$ cat src/rtl/uart_pkg.sv
// Shared constants for the uart_tx arbiter: byte width, default busy timeout and FSM encodings.
package uart_pkg;

  localparam int BYTE_W           = 8;
  localparam int DEF_BUSY_TIMEOUT = 16;

  localparam logic [1:0] ST_IDLE      = 2'd0;
  localparam logic [1:0] ST_WAIT_BUSY = 2'd1;
  localparam logic [1:0] ST_WAIT_DONE = 2'd2;
  localparam logic [1:0] ST_HOLD      = 2'd3;

endpackage

$ cat src/rtl/rr_pick.sv
// Combinational rotate-priority encoder: first set request at or after rr_ptr, wrapping.
module rr_pick #(
  parameter int NUM_REQ = 4,
  parameter int IDX_W   = 2
) (
  input  logic [NUM_REQ-1:0] req,
  input  logic [IDX_W-1:0]   rr_ptr,
  output logic [IDX_W-1:0]   win_idx,
  output logic               win_valid
);

  logic [IDX_W-1:0] cand;

  // Scan from the farthest offset down so the nearest set request is the last one written.
  always_comb begin
    win_idx   = '0;
    win_valid = 1'b0;
    cand      = '0;
    for (int i = NUM_REQ - 1; i >= 0; i--) begin
      cand = IDX_W'((int'(rr_ptr) + i) % NUM_REQ);
      if (req[cand]) begin
        win_valid = 1'b1;
        win_idx   = cand;
      end
    end
  end

endmodule

$ cat src/rtl/uart_tx_arbiter.sv
// Round-robin arbiter sharing one uart_tx between NUM_REQ requesters, with per-owner frame lock.
module uart_tx_arbiter
  import uart_pkg::*;
#(
  parameter int NUM_REQ      = 4,
  parameter int IDX_W        = 2,
  parameter int BUSY_TIMEOUT = DEF_BUSY_TIMEOUT
) (
  input  logic                      clk,
  input  logic                      rst_n,
  input  logic [NUM_REQ-1:0]        req,
  input  logic [NUM_REQ*BYTE_W-1:0] req_data,
  input  logic [NUM_REQ-1:0]        req_lock,
  output logic [NUM_REQ-1:0]        ack,
  input  logic                      tx_busy,
  output logic                      tx_start,
  output logic [BYTE_W-1:0]         tx_data,
  output logic [IDX_W-1:0]          owner,
  output logic                      owner_valid,
  output logic                      err
);

  localparam int               CNT_W    = $clog2(BUSY_TIMEOUT + 1);
  localparam logic [IDX_W-1:0] LAST_IDX = IDX_W'(NUM_REQ - 1);

  logic [1:0]         state_q, state_d;
  logic [IDX_W-1:0]   rr_ptr_q, rr_ptr_d;
  logic [IDX_W-1:0]   owner_q, owner_d;
  logic [CNT_W-1:0]   cnt_q, cnt_d;
  logic               tx_start_q, tx_start_d;
  logic [BYTE_W-1:0]  tx_data_q, tx_data_d;
  logic [NUM_REQ-1:0] ack_q, ack_d;
  logic               err_q, err_d;

  logic [IDX_W-1:0] win_idx;
  logic             win_valid;
  logic             launch, rel;
  logic [IDX_W-1:0] launch_idx;

  rr_pick #(
    .NUM_REQ (NUM_REQ),
    .IDX_W   (IDX_W)
  ) u_rr_pick (
    .req       (req),
    .rr_ptr    (rr_ptr_q),
    .win_idx   (win_idx),
    .win_valid (win_valid)
  );

  always_comb begin
    state_d    = state_q;
    rr_ptr_d   = rr_ptr_q;
    owner_d    = owner_q;
    cnt_d      = cnt_q;
    tx_data_d  = tx_data_q;
    tx_start_d = 1'b0;
    ack_d      = '0;
    err_d      = 1'b0;
    launch     = 1'b0;
    rel        = 1'b0;
    launch_idx = owner_q;

    case (state_q)
      ST_IDLE: begin
        if (win_valid && !tx_busy) begin
          launch     = 1'b1;
          launch_idx = win_idx;
        end
      end
      ST_WAIT_BUSY: begin
        if (tx_busy) begin
          state_d = ST_WAIT_DONE;
          cnt_d   = '0;
        end else if (cnt_q == CNT_W'(BUSY_TIMEOUT - 1)) begin
          err_d = 1'b1;
          rel   = 1'b1;
        end else begin
          cnt_d = cnt_q + CNT_W'(1);
        end
      end
      ST_WAIT_DONE: begin
        if (!tx_busy) begin
          if (req_lock[owner_q] && req[owner_q]) begin
            launch = 1'b1;
          end else if (req_lock[owner_q]) begin
            state_d = ST_HOLD;
          end else begin
            rel = 1'b1;
          end
        end
      end
      ST_HOLD: begin
        // A pending byte beats a lock drop; the lock is looked at again after that byte.
        if (req[owner_q]) begin
          launch = 1'b1;
        end else if (!req_lock[owner_q]) begin
          rel = 1'b1;
        end
      end
      default: state_d = ST_IDLE;
    endcase

    if (launch) begin
      state_d             = ST_WAIT_BUSY;
      tx_start_d          = 1'b1;
      tx_data_d           = req_data[launch_idx*BYTE_W +: BYTE_W];
      ack_d[launch_idx]   = 1'b1;
      owner_d             = launch_idx;
      cnt_d               = '0;
    end

    if (rel) begin
      state_d  = ST_IDLE;
      rr_ptr_d = (owner_q == LAST_IDX) ? '0 : owner_q + IDX_W'(1);
      cnt_d    = '0;
    end
  end

  always_ff @(posedge clk or negedge rst_n) begin
    if (!rst_n) begin
      state_q    <= ST_IDLE;
      rr_ptr_q   <= '0;
      owner_q    <= '0;
      cnt_q      <= '0;
      tx_start_q <= 1'b0;
      tx_data_q  <= '0;
      ack_q      <= '0;
      err_q      <= 1'b0;
    end else begin
      state_q    <= state_d;
      rr_ptr_q   <= rr_ptr_d;
      owner_q    <= owner_d;
      cnt_q      <= cnt_d;
      tx_start_q <= tx_start_d;
      tx_data_q  <= tx_data_d;
      ack_q      <= ack_d;
      err_q      <= err_d;
    end
  end

  assign tx_start    = tx_start_q;
  assign tx_data     = tx_data_q;
  assign ack         = ack_q;
  assign owner       = owner_q;
  assign owner_valid = (state_q != ST_IDLE);
  assign err         = err_q;

endmodule
$ cat config.mk
export PLATFORM = sky130hd
export DESIGN_NAME = uart_tx_arbiter
export DESIGN_NICKNAME = d
export VERILOG_FILES = /design/src/rtl/uart_pkg.sv /design/src/rtl/rr_pick.sv /design/src/rtl/uart_tx_arbiter.sv
export SDC_FILE = /design/constraint.sdc
export NUM_CORES = 1
export LEC_CHECK = 0
export BUFFER_PORTS_ARGS = -buffer_cell sky130_fd_sc_hd__buf_2
export CAP_MARGIN = 20
export CORE_ASPECT_RATIO = 0.75
export CORE_UTILIZATION = 46
export CTS_BUF_LIST = sky130_fd_sc_hd__clkbuf_2
export DETAILED_ROUTE_END_ITERATION = 10
export MAX_ROUTING_LAYER = met4
export PLACE_DENSITY = 0.78
export REMOVE_ABC_BUFFERS = 1
export SLEW_MARGIN = 0
export SYNTH_ARGS = -nofsm -noshare
export SYNTH_HDL_FRONTEND = slang
export SYNTH_SLANG_ARGS = --single-unit
$ cat constraint.sdc
create_clock -name clk -period 2.05 [get_ports clk]
set_input_delay 0.205 -clock clk [delete_from_list [all_inputs] [get_ports clk]]
set_output_delay 0.205 -clock clk [all_outputs]
set_load 0.005 [all_outputs]
* Yosys cells after proc, flatten, opt, wreduce, memory -nomap -nowiden
Index checks and enable logic that the tools add are counted. Widths: inputs -> output; s select.
Operators by class: reduce and logical (&&, ||, !) cells 10, $add $sub $neg 5, muxes and demuxes 52, equal/unequal tests 10, magnitude comparators 7, shift-type cells 1
Operators by type and width (count):
- $shiftx 32x6->8 | 1
- $mux 2 | 13
- $mux 5 | 5
- $mux 1 | 23
- $ne 4x4->1 const B | 5
- $lt 2x3->1 const B | 6
- $bmux 1 s2 | 6
- $eq 2x2->1 const B | 3
- $pmux 1 s3 | 2
- $add 5x1->5 const B | 1
- $eq 5x4->1 const B | 1
- $reduce_and 5->1 | 1
- $add 2x1->2 const B | 2
- $add 2x2->2 const B | 2
- $mux 4 | 1
- $pmux 2 s2 | 1
- $reduce_bool 4->1 | 1
- $logic_and 1x1->1 | 3
- $reduce_bool 3->1 | 1
- $demux 1 s2 | 1
- $eq 2x1->1 const B | 1
- $ge 2x1->1 const B | 1
- $logic_not 2->1 | 1
- $reduce_and 2->1 | 1
- other kinds (2) | 2
Word-level totals: word-level logic and storage cells 93, input bits 43, output and inout port bits 17, register bits 25

* Depth between registers and ports, before layout
Gate-level depths: netlist of run 1.
depth after elaboration 15, gate-level depth with buffers 10, mapped depth without buffers 9

* By module
A second synthesis of run 1 with hierarchy kept.
Second synthesis, totals: cell total of the unflattened synthesis 192, area total of the unflattened synthesis 1804.2 um2
By module, submodules not included:
- uart_tx_arbiter | instances 1, seq. area each 625.6 um2, area each 1726.7 um2, cells an instance 179
- rr_pick | instances 1, seq. area each 0.0 um2, area each 77.6 um2, cells an instance 13

* Least setup slack after synthesis of run 1
OpenSTA, ideal clock, no wires.
path kind reg2reg, start register state_q[0], end register owner_q[1] (netlist: owner[1]), cell stages (with the launch flop) 11, buffers on the path 2, slack -131 ps, clock period less this slack 2181 ps, setup time 119 ps, arrival time 2062 ps, required time 1931 ps, cell sequence dfrtp_1 inv_1 ha_1 nand2b_4 o21ai_2 inv_1 or2_2 buf_2 buf_4 or2_2 o21a_1
Between the ends: longest elaborated chain between the ends 2, elaborated cells between the ends (all ways) 5, classes of those cells 2 x eq/ne; 2 x mux; 1 x reduce/logical
Ends and longest elaborated chain:
- from (decl) | RTL line uart_tx_arbiter.sv:26 | logic [1:0] state_q, state_d;
- from (signal assigned) | RTL line uart_tx_arbiter.sv:130 | state_q <= state_d;
- $eq 2x2->1 or $logic_not 2->1 (tied branches) | RTL line uart_tx_arbiter.sv:63 | case (state_q)
- $pmux 1 s3 or $mux 2 (tied branches) | RTL line uart_tx_arbiter.sv:63
- to (signal assigned) | RTL line uart_tx_arbiter.sv:132 | owner_q <= owner_d;
- to (decl) | RTL line uart_tx_arbiter.sv:28 | logic [IDX_W-1:0] owner_q, owner_d;
Parallel ways exist; a longest one is shown, timed or not. A chain may end at the register's enable or synchronous reset.

* Final worst setup path of run 1
start register owner_q[0] (netlist: owner[0]), end register rr_ptr_q[1]
Between the ends: longest elaborated chain between the ends 6, elaborated cells between the ends (all ways) 13, classes of those cells 1 x add/sub; 1 x eq/ne; 10 x mux; 1 x reduce/logical
Ends and longest elaborated chain:
- $bmux 1 s2 (on tied branches)
- $mux 1 (on tied branches)
- $mux 1 or $logic_and 1x1->1 (tied branches) | RTL line uart_tx_arbiter.sv:85, uart_tx_arbiter.sv:96, uart_tx_arbiter.sv:83
- $mux 1 | RTL line uart_tx_arbiter.sv:83 | if (req_lock[owner_q] && req[owner_q]) begin
- $mux 1 | RTL line uart_tx_arbiter.sv:82 | if (!tx_busy) begin
- $pmux 1 s3 | RTL line uart_tx_arbiter.sv:63
- to (signal assigned) | RTL line uart_tx_arbiter.sv:131 | rr_ptr_q <= rr_ptr_d;
- to (decl) | RTL line uart_tx_arbiter.sv:27 | logic [IDX_W-1:0] rr_ptr_q, rr_ptr_d;
Parallel ways exist; a longest one is shown, timed or not. The select of a mux whose other input is x is not followed.

==> results of run 1 <==
## logic make-up after synthesis
| group | Yosys count | share of synthesized area [%] |
|---|---|---|
| muxes | 6 | 5.405 |
| DFF | 25 | 38.61 |
| adders and majority gates | 9 | 6.950 |
| and+or+nand+nor | 81 | 21.93 |
| buffers and inverters | 20 | 5.327 |
| AOI/OAI and AO/OA | 51 | 21.78 |
## worst min path at each step
| stage | endpoint | slack [ns] | cells past startpoint |
|---|---|---|---|
| 2_1_floorplan | ack[0] | -0.09 | 0 |
| 3_3_place_gp | state_q[0] | 0.23 | 1 |
| 3_5_place_dp | state_q[0] | 0.23 | 1 |
| 4_1_cts | tx_data[1] | 0.15 | 3 |
| 5_1_grt | tx_data[0] | 0.13 | 3 |
| 6_report | tx_data[1] | 0.15 | 3 |
## Yosys cell counts, drive strengths merged
master / count
nor2: 34
nand2: 31
dfrtp: 25
a211oi: 17
a21oi: 12
inv: 11
ha: 9
o31ai: 8
o21ai: 7
buf: 5
clkbuf: 4
nand2b: 4
or2: 4
a21o: 2
and3: 2
mux2: 2
mux2i: 2
mux4: 2
a22oi: 1
a311oi: 1
a31o: 1
nand3: 1
nand4b: 1
nor3: 1
nor4: 1
o21a: 1
o32a: 1
or3b: 1
or4: 1
## per-layer routing
metal / track usage (%) / routed length [um] / vias to the layer above
met1: 31.21 / 1879 / 746
met2: 33.82 / 1851 / 31
met5: - / 0 / -
met3: 4.190 / 134 / 2
met4: 6.000 / 27 / 0
li1: - / - / 814
## worst max-delay path, stage by stage, from the launching register on
cell and delay, ns:
dfrtp_2 0.46, mux4_2 0.52, nand2b_1 0.16, a21o_1 0.19, a21oi_2 0.20, mux2_2 0.35
## metrics by stage
stage               instances  area [um2]  setup slack, ns  TNS, ns  hold WS [ns]
global route              303        2096         0.004583        0        0.1345
finish                    303        2096          0.08284        0        0.1526
detailed placement        294        2011         -0.05985  -0.1895        0.2292
floorplan                 183        1575          -0.1548   -2.234      -0.09059
CTS                       300        2057          0.02617        0        0.1492
global placement          294        2011          0.03073        0        0.2266
## timing repair
action,in CTS,in global routing
endpoints found under the setup margin,8,19
setup buffers,1,3
gates resized for setup,3,5
pin swaps,0,2
hold buffers,1,0
hold endpoints to repair,25,0
## cells in the final DEF, fill, tap and decap left out, drive strengths merged
cell         instances
a21o                 2
a21oi               12
buf                 75
and3                 2
o31ai                8
nand2               31
mux2i                2
o21a                 1
dfrtp               25
dlygate4sd3          1
a311oi               1
clkinvlp             1
nor2                34
inv                 11
nor4                 1
ha                   9
mux2                 2
nand4b               1
mux4                 2
nand3                1
o21ai                7
or2                  4
or3b                 1
a31o                 1
a211oi              17
or4                  1
a22oi                1
nand2b               4
o32a                 1
clkbuf               3
nor3                 1
## flip-flops by register name, summed over array words and instances (netlist names)
signal,count
cnt_q,5
state_q,2
rr_ptr_q,2
tx_start,1
tx_data,8
ack,4
err,1
owner,2
## cell type report
| cell class | count | area, um2 |
|---|---|---|
| sequential | 25 | 626.9 |
| tap | 40 | 50.05 |
| clock inverter | 1 | 7.507 |
| inverter | 11 | 41.29 |
| clock buffer | 3 | 15.01 |
| multi-input combinational | 147 | 929.6 |
| fill | 316 | 1237 |
| timing repair buffer | 76 | 425.4 |
## power by group through the flow
stage	logic, mW	clock network (mW)	registers [mW]
global placement	1.52	0	0.816
finish	1.67	0.202	0.814
global route	1.87	0.235	0.837
detailed placement	1.57	0	0.826
floorplan	0.966	0	0.834
CTS	1.60	0.210	0.812
==> results.md, run 1 <==
* Run status: finished with violations
* Failing checks: design-rule violations
* Unrepaired setup endpoints after global routing: false
* Number of cells on the worst reg-to-reg path at 5
* Most area-consuming cells after synthesis: dfrtp_1 39%, nor2_1 7.9%, a211oi_1 7.4%
* Clock Power Share at 7.5%
* Worst skew pair latency at 0.36 ns
* Overall power after layout at 2.684 mW
* Cell Int Power at 1.494 mW
* Layout overhead on the synthesized area at 29.34%
* Seq cells post-synth at 25
* Minimum clock period after layout at 1.967 ns
* Wire length of the first global-routing pass at 6223 um
* Via count of the first global-routing pass at 1322
* Final Net Count at 316
* Average wire per standard cell at 12.85 um
* Class of the worst hold path: in2reg
* Number of iterations in the first detailed-routing pass at 9
* Std cell rows at 18
* Number of distinct library cells after synthesis at 36
* Die outline height at 53.40 um
* Reg-to-reg critical path startpoint: owner[0]
* Psw at 1.190 mW
* Synthesized netlist cell count at 192
* Power density over the cells at 1281 mW/mm2
* Post-layout util at 62.88%
* Area share of the largest cell type after synthesis at 38.61%
* Vias/cell at 5.257
* Maximum resistive drop on vdd at 0.6366 mV
* Startpoint types: flop
* Global Route Usage Sum at 22.41%
* Share of layout cells above drive strength 1 at 36.88%
* Fmax achieved at 508.3 MHz
* Sw Share at 44.35%
* Hold Fails Final Rpt at 0
* Max-capacitance violation count at 0
* Worst reg2reg setup slack at 0.08 ns
* End of the worst register-to-register path: rr_ptr_q[1]
* Arrival time at the worst endpoint at 2.25 ns
* PortBufs at 59
* Mean cell area of the mapped netlist at 8.439 um2
* Die Wd at 70.53 um
* Hold Crit Start: req_data[17]
* TritonCTS clock tree: yes
* Synthesized cell area at 0.001620 mm2
* CP Capture Type: flop
* End of the critical path: rr_ptr_q[1]
* CTS H-tree lvls at 1
* Number of top-level design ports at 60
* Placeable Area at 0.003333 mm2
* Synth warn at 0
* Classification of the worst setup path: reg2reg
* Maximum net fanout on the critical path at 3
* Number of buffers on the longest clock path at 2
* Overall via count from detail_route at 1593
* Final weighted congestion of routability-driven global placement at 0.8435
* Worst Tran Pin Value at 0.7099 ns
* First DRT Iteration DRCs at 63
* Number of buffers added by the clock tree synthesis step at 3
* Cell type with the highest aggregate area in the netlist: dfrtp_1
* Routed wire length at 3894 um
* Normalized max-slew margin at 52.23%
* CTS sink count at 25
* Final Cycle Share at 95.96%
* Total count of max-transition violations in the final report at 0
* Part of the total power dissipated in sequential elements at 30.3%
* Die area at 0.003766 mm2
* Combinational group share of total power at 62.1%
* Initial cell density of the core at 48.61%
* Antenna violations before repair at 0
* Sequential-to-total area share from yosys stat at 38.61%
* CTS clock-pin slew for the worst setup and hold paths at 0.25 ns
* Number of antenna repair diodes at 0
* Final setup skew at 0.01294 ns
* CTS Root Cell: clkbuf_2
* Leakage power at 1.079 nW
* Antenna Nets Post-Route at 0
* Overall overflow remaining after global route at 0
* Required arrival time at the worst endpoint at 2.33 ns
* Remaining design rule violation count at 6
* Half-perimeter wire length after placement at 3054 um
* Largest net degree at the start of global routing at 26
* Setup-violating endpoint count in the final report at 0
* Critical Path Start: owner[0]
(Power assumes the default switching activity.)
==> run 2: changes to the inputs <==
--- a/config.mk
+++ b/config.mk
@@ -7,8 +7,8 @@
 export LEC_CHECK = 0
 export BUFFER_PORTS_ARGS = -buffer_cell sky130_fd_sc_hd__buf_2
 export CAP_MARGIN = 20
-export CORE_ASPECT_RATIO = 0.75
-export CORE_UTILIZATION = 46
+export CORE_ASPECT_RATIO = 1.1
+export CORE_UTILIZATION = 47
 export CTS_BUF_LIST = sky130_fd_sc_hd__clkbuf_2
 export DETAILED_ROUTE_END_ITERATION = 10
 export MAX_ROUTING_LAYER = met4
@@ -17,4 +17,5 @@
 export SLEW_MARGIN = 0
 export SYNTH_ARGS = -nofsm -noshare
 export SYNTH_HDL_FRONTEND = slang
+export SYNTH_HIERARCHICAL = 1
 export SYNTH_SLANG_ARGS = --single-unit
==> results.md, run 2 <==
* Run status: completed
* Number of antenna repair diodes at 0
* End of the worst register-to-register path: cnt_q[3]
* Post-Place Cell Area at 0.002202 mm2
* Reg-to-reg critical path startpoint: owner[0]
* Fraction of registers with async set or reset after synthesis at 100.0%
* Overall power after layout at 3.111 mW
* Non-Filler Cell Area, Final at 0.002303 mm2
* Global Route Usage Sum at 23.81%
* Required arrival time at the worst endpoint at 2.36 ns
* WHS Endpoint: tx_data[2]
* Die Wd at 61.08 um
* Unrepaired setup endpoints after global routing: true
* Classification of the worst setup path: reg2reg
* Max-capacitance violation count at 0
* Sequential-to-total area share from yosys stat at 34.67%
* Most common library cell in the layout ignoring fill and taps: buf_2
* Final setup skew at 0.01567 ns
* Share of layout cells above drive strength 1 at 40.23%
* Setup-violating endpoint count in the final report at 0
* Final Cycle Share at 97.30%
* CP Capture Type: flop
* Cell with the most instances after synthesis: a211oi_1
* Cell type with the highest aggregate area in the netlist: dfrtp_1
* Number of cells on the worst reg-to-reg path at 5
* Fmax achieved at 501.3 MHz
* Synthesized cell area at 0.001804 mm2
* Number of distinct library cells after synthesis at 40
* Cells on Worst Hold Path at 3
* Final Net Count at 313
* Worst skew pair latency at 0.37 ns
* Startpoint types: flop
* Number of buffers on the longest clock path at 2
* Area share of the largest cell type after synthesis at 34.67%
* Post-route worst hold slack at 0.1537 ns
* Overall overflow remaining after global route at 0
* Die outline height at 66.98 um
* Number of top-level design ports at 60
* Cell family with the largest share of critical-path delay: compound AO/OA/AOI/OAI gates
* Maximum resistive drop on vdd at 0.6263 mV
* Antenna violations before repair at 0
* Placeable Area at 0.003655 mm2
* Number of flip-flops in the largest register at 8
* Leakage power at 1.136 nW
* Via count of the first global-routing pass at 1594
* Initial cell density of the core at 49.37%
* Psw at 1.418 mW
* Power density over the cells at 1351 mW/mm2
* Remaining design rule violation count at 0
* Placed Cells at 303
* Minimum clock period after layout at 1.995 ns
* Antenna Nets Post-Route at 0
* Mean cell area of the mapped netlist at 9.397 um2
* Seq cells post-synth at 25
* Number of iterations in the first detailed-routing pass at 4
* Cell types with the highest counts after synthesis: 33 x a211oi_1, 25 x dfrtp_1, 25 x inv_1
* Hold Crit Start: req_data[18]
* Layout overhead on the synthesized area at 27.67%
* Combinational group share of total power at 67.1%
* Class of the worst hold path: in2reg
* Buffer and inverter count on the worst path at 1
* Cell Int Power at 1.693 mW
* Critical path, cell by cell: mux4_2, a311oi_4, buf_6, o22ai_4, a211oi_2
* Wire length of the first global-routing pass at 7031 um
* Worst Tran Pin Value at 0.5860 ns
* TritonCTS clock tree: yes
* Half-perimeter wire length after placement at 3314 um
* Sw Share at 45.59%
* Normalized max-slew margin at 60.93%
* Primary FF master, synth: dfrtp_1
* Part of the total power dissipated in sequential elements at 26.2%
* Number of buffers added by the clock tree synthesis step at 3
* Maximum net fanout on the critical path at 10
* Largest net degree at the start of global routing at 26
* Die area at 0.004091 mm2
* Vias/cell at 5.595
* Clock Power Share at 6.8%
* CTS Root Cell: clkbuf_2
* PortBufs at 59
* CTS sink count at 25
* Top library cells by usage in the layout, fill and taps aside: 59 x buf_2, 32 x a211oi_1, 25 x dfrtp_1
* Synthesized netlist cell count at 192
* Final weighted congestion of routability-driven global placement at 0.8916
* CTS clock-pin slew for the worst setup and hold paths at 0.27 ns
* First DRT Iteration DRCs at 54
* Maximum single-stage delay on the critical path at 0.59 ns
* CTS H-tree lvls at 1
* Synth warn at 6
* Final std cells w/o fill at 311
* Arrival time at the worst endpoint at 2.30 ns
* Worst reg2reg setup slack at 0.06 ns
* Hold Fails Final Rpt at 0
* Routed wire length at 4481 um
* Number of flops mapped to enable cells by yosys at 0
* Most area-consuming cells after synthesis: dfrtp_1 35%, a211oi_1 14%, ha_1 5.5%
* Overall via count from detail_route at 1740
* Std cell rows at 23
* Master of the slowest instance on the critical path: mux4_2
* Total count of max-transition violations in the final report at 0
* Average wire per standard cell at 14.41 um
-- run 2: cell count changes after synthesis, moves of 3 or more --
cell       change
nand2_1       -26
nor2_1        -26
a211oi_1      +17
inv_1         +15
a21oi_1        -6
o21ai_0        +6
o31ai_2        +5
o31ai_1        -4
a2bb2oi_1      +3
nor3_1         +3
nor3b_1        +3
or2_2          -3
-- run 2: kinds of logic (layout without fill, tap and decap cells) --
logic type                 count (synthesis)  in the layout  share of synthesized area [%]
muxes                                      8              8                          6.033
xor gates and xnor gates                   2              2                         0.9711
and+or+nand+nor                           35             35                          10.75
DFF                                       25             25                          34.67
adders and majority gates                  8              8                          5.548
AOI/OAI and AO/OA                         74             74                          32.18
buffers and inverters                     40            109                          9.847
-- run 2: per-stage QoR --
step                util, %  setup WS (ns)  setup TNS [ns]
floorplan                 -        -0.6794          -10.40
global placement      60.25        0.08300               0
detailed placement    60.25       -0.01292        -0.02217
CTS                   61.42        0.02138               0
global route          63.03       -0.01721        -0.05715
finish                63.03        0.05531               0
-- run 2: power groups by stage --
stage | sequential (mW) | combinational [mW] | clock (mW)
after detailed placement | 0.826 | 1.93 | 0
after CTS | 0.815 | 1.97 | 0.212
final | 0.814 | 2.09 | 0.211
after global placement | 0.817 | 1.88 | 0
after global routing | 0.836 | 2.28 | 0.238
after floorplan | 0.848 | 1.16 | 0
-- run 2: area by class of cell --
type	instances	area (um2)
Sequential cell	25	625.6
Inverter	26	97.59
Clock buffer	3	15.01
Tap cell	50	62.56
Multi-Input combinational cell	127	1040
Timing Repair Buffer	79	455.4
Fill cell	314	1351
Clock inverter	1	7.507
-- run 2: tightest hold or removal path, delay by kind of cell --
family / cells / cell delay, ns
buffers and inverters: 1 / 0.08
AO/OA/AOI/OAI: 2 / 0.23
-- run 2: what timing repair did --
item                                   in CTS  in global routing
hold buffers                                1                  0
cloned                                      0                  0
endpoints found under the hold margin      25                  0
setup endpoints to repair                  10                 15
setup buffers                               0                  3
pin swaps                                   0                  3
resized for setup                           4                  9
-- run 2: worst max-delay path by stage --
stage | startpoint | to | slack, ns | cells past startpoint
6_report | owner[0] | cnt_q[3] | 0.06 | 5
5_1_grt | state_q[1] | tx_data[3] | -0.02 | 7
4_1_cts | state_q[1] | tx_data[3] | 0.02 | 7
3_5_place_dp | owner[0] | tx_data[3] | -0.01 | 5
3_3_place_gp | rr_ptr_q[1] | tx_data[0] | 0.08 | 7
2_1_floorplan | owner[1] | state_q[0] | -0.68 | 5
-- run 2: metal layers --
metal / GRT usage, % / routed length (um) / share of wire [%]
met1: 28.59 / 2016 / 45
met2: 41.17 / 2271 / 51
met3: 3.301 / 175 / 3.9
met4: 6.250 / 18 / 0.40
met5: - / 0 / 0
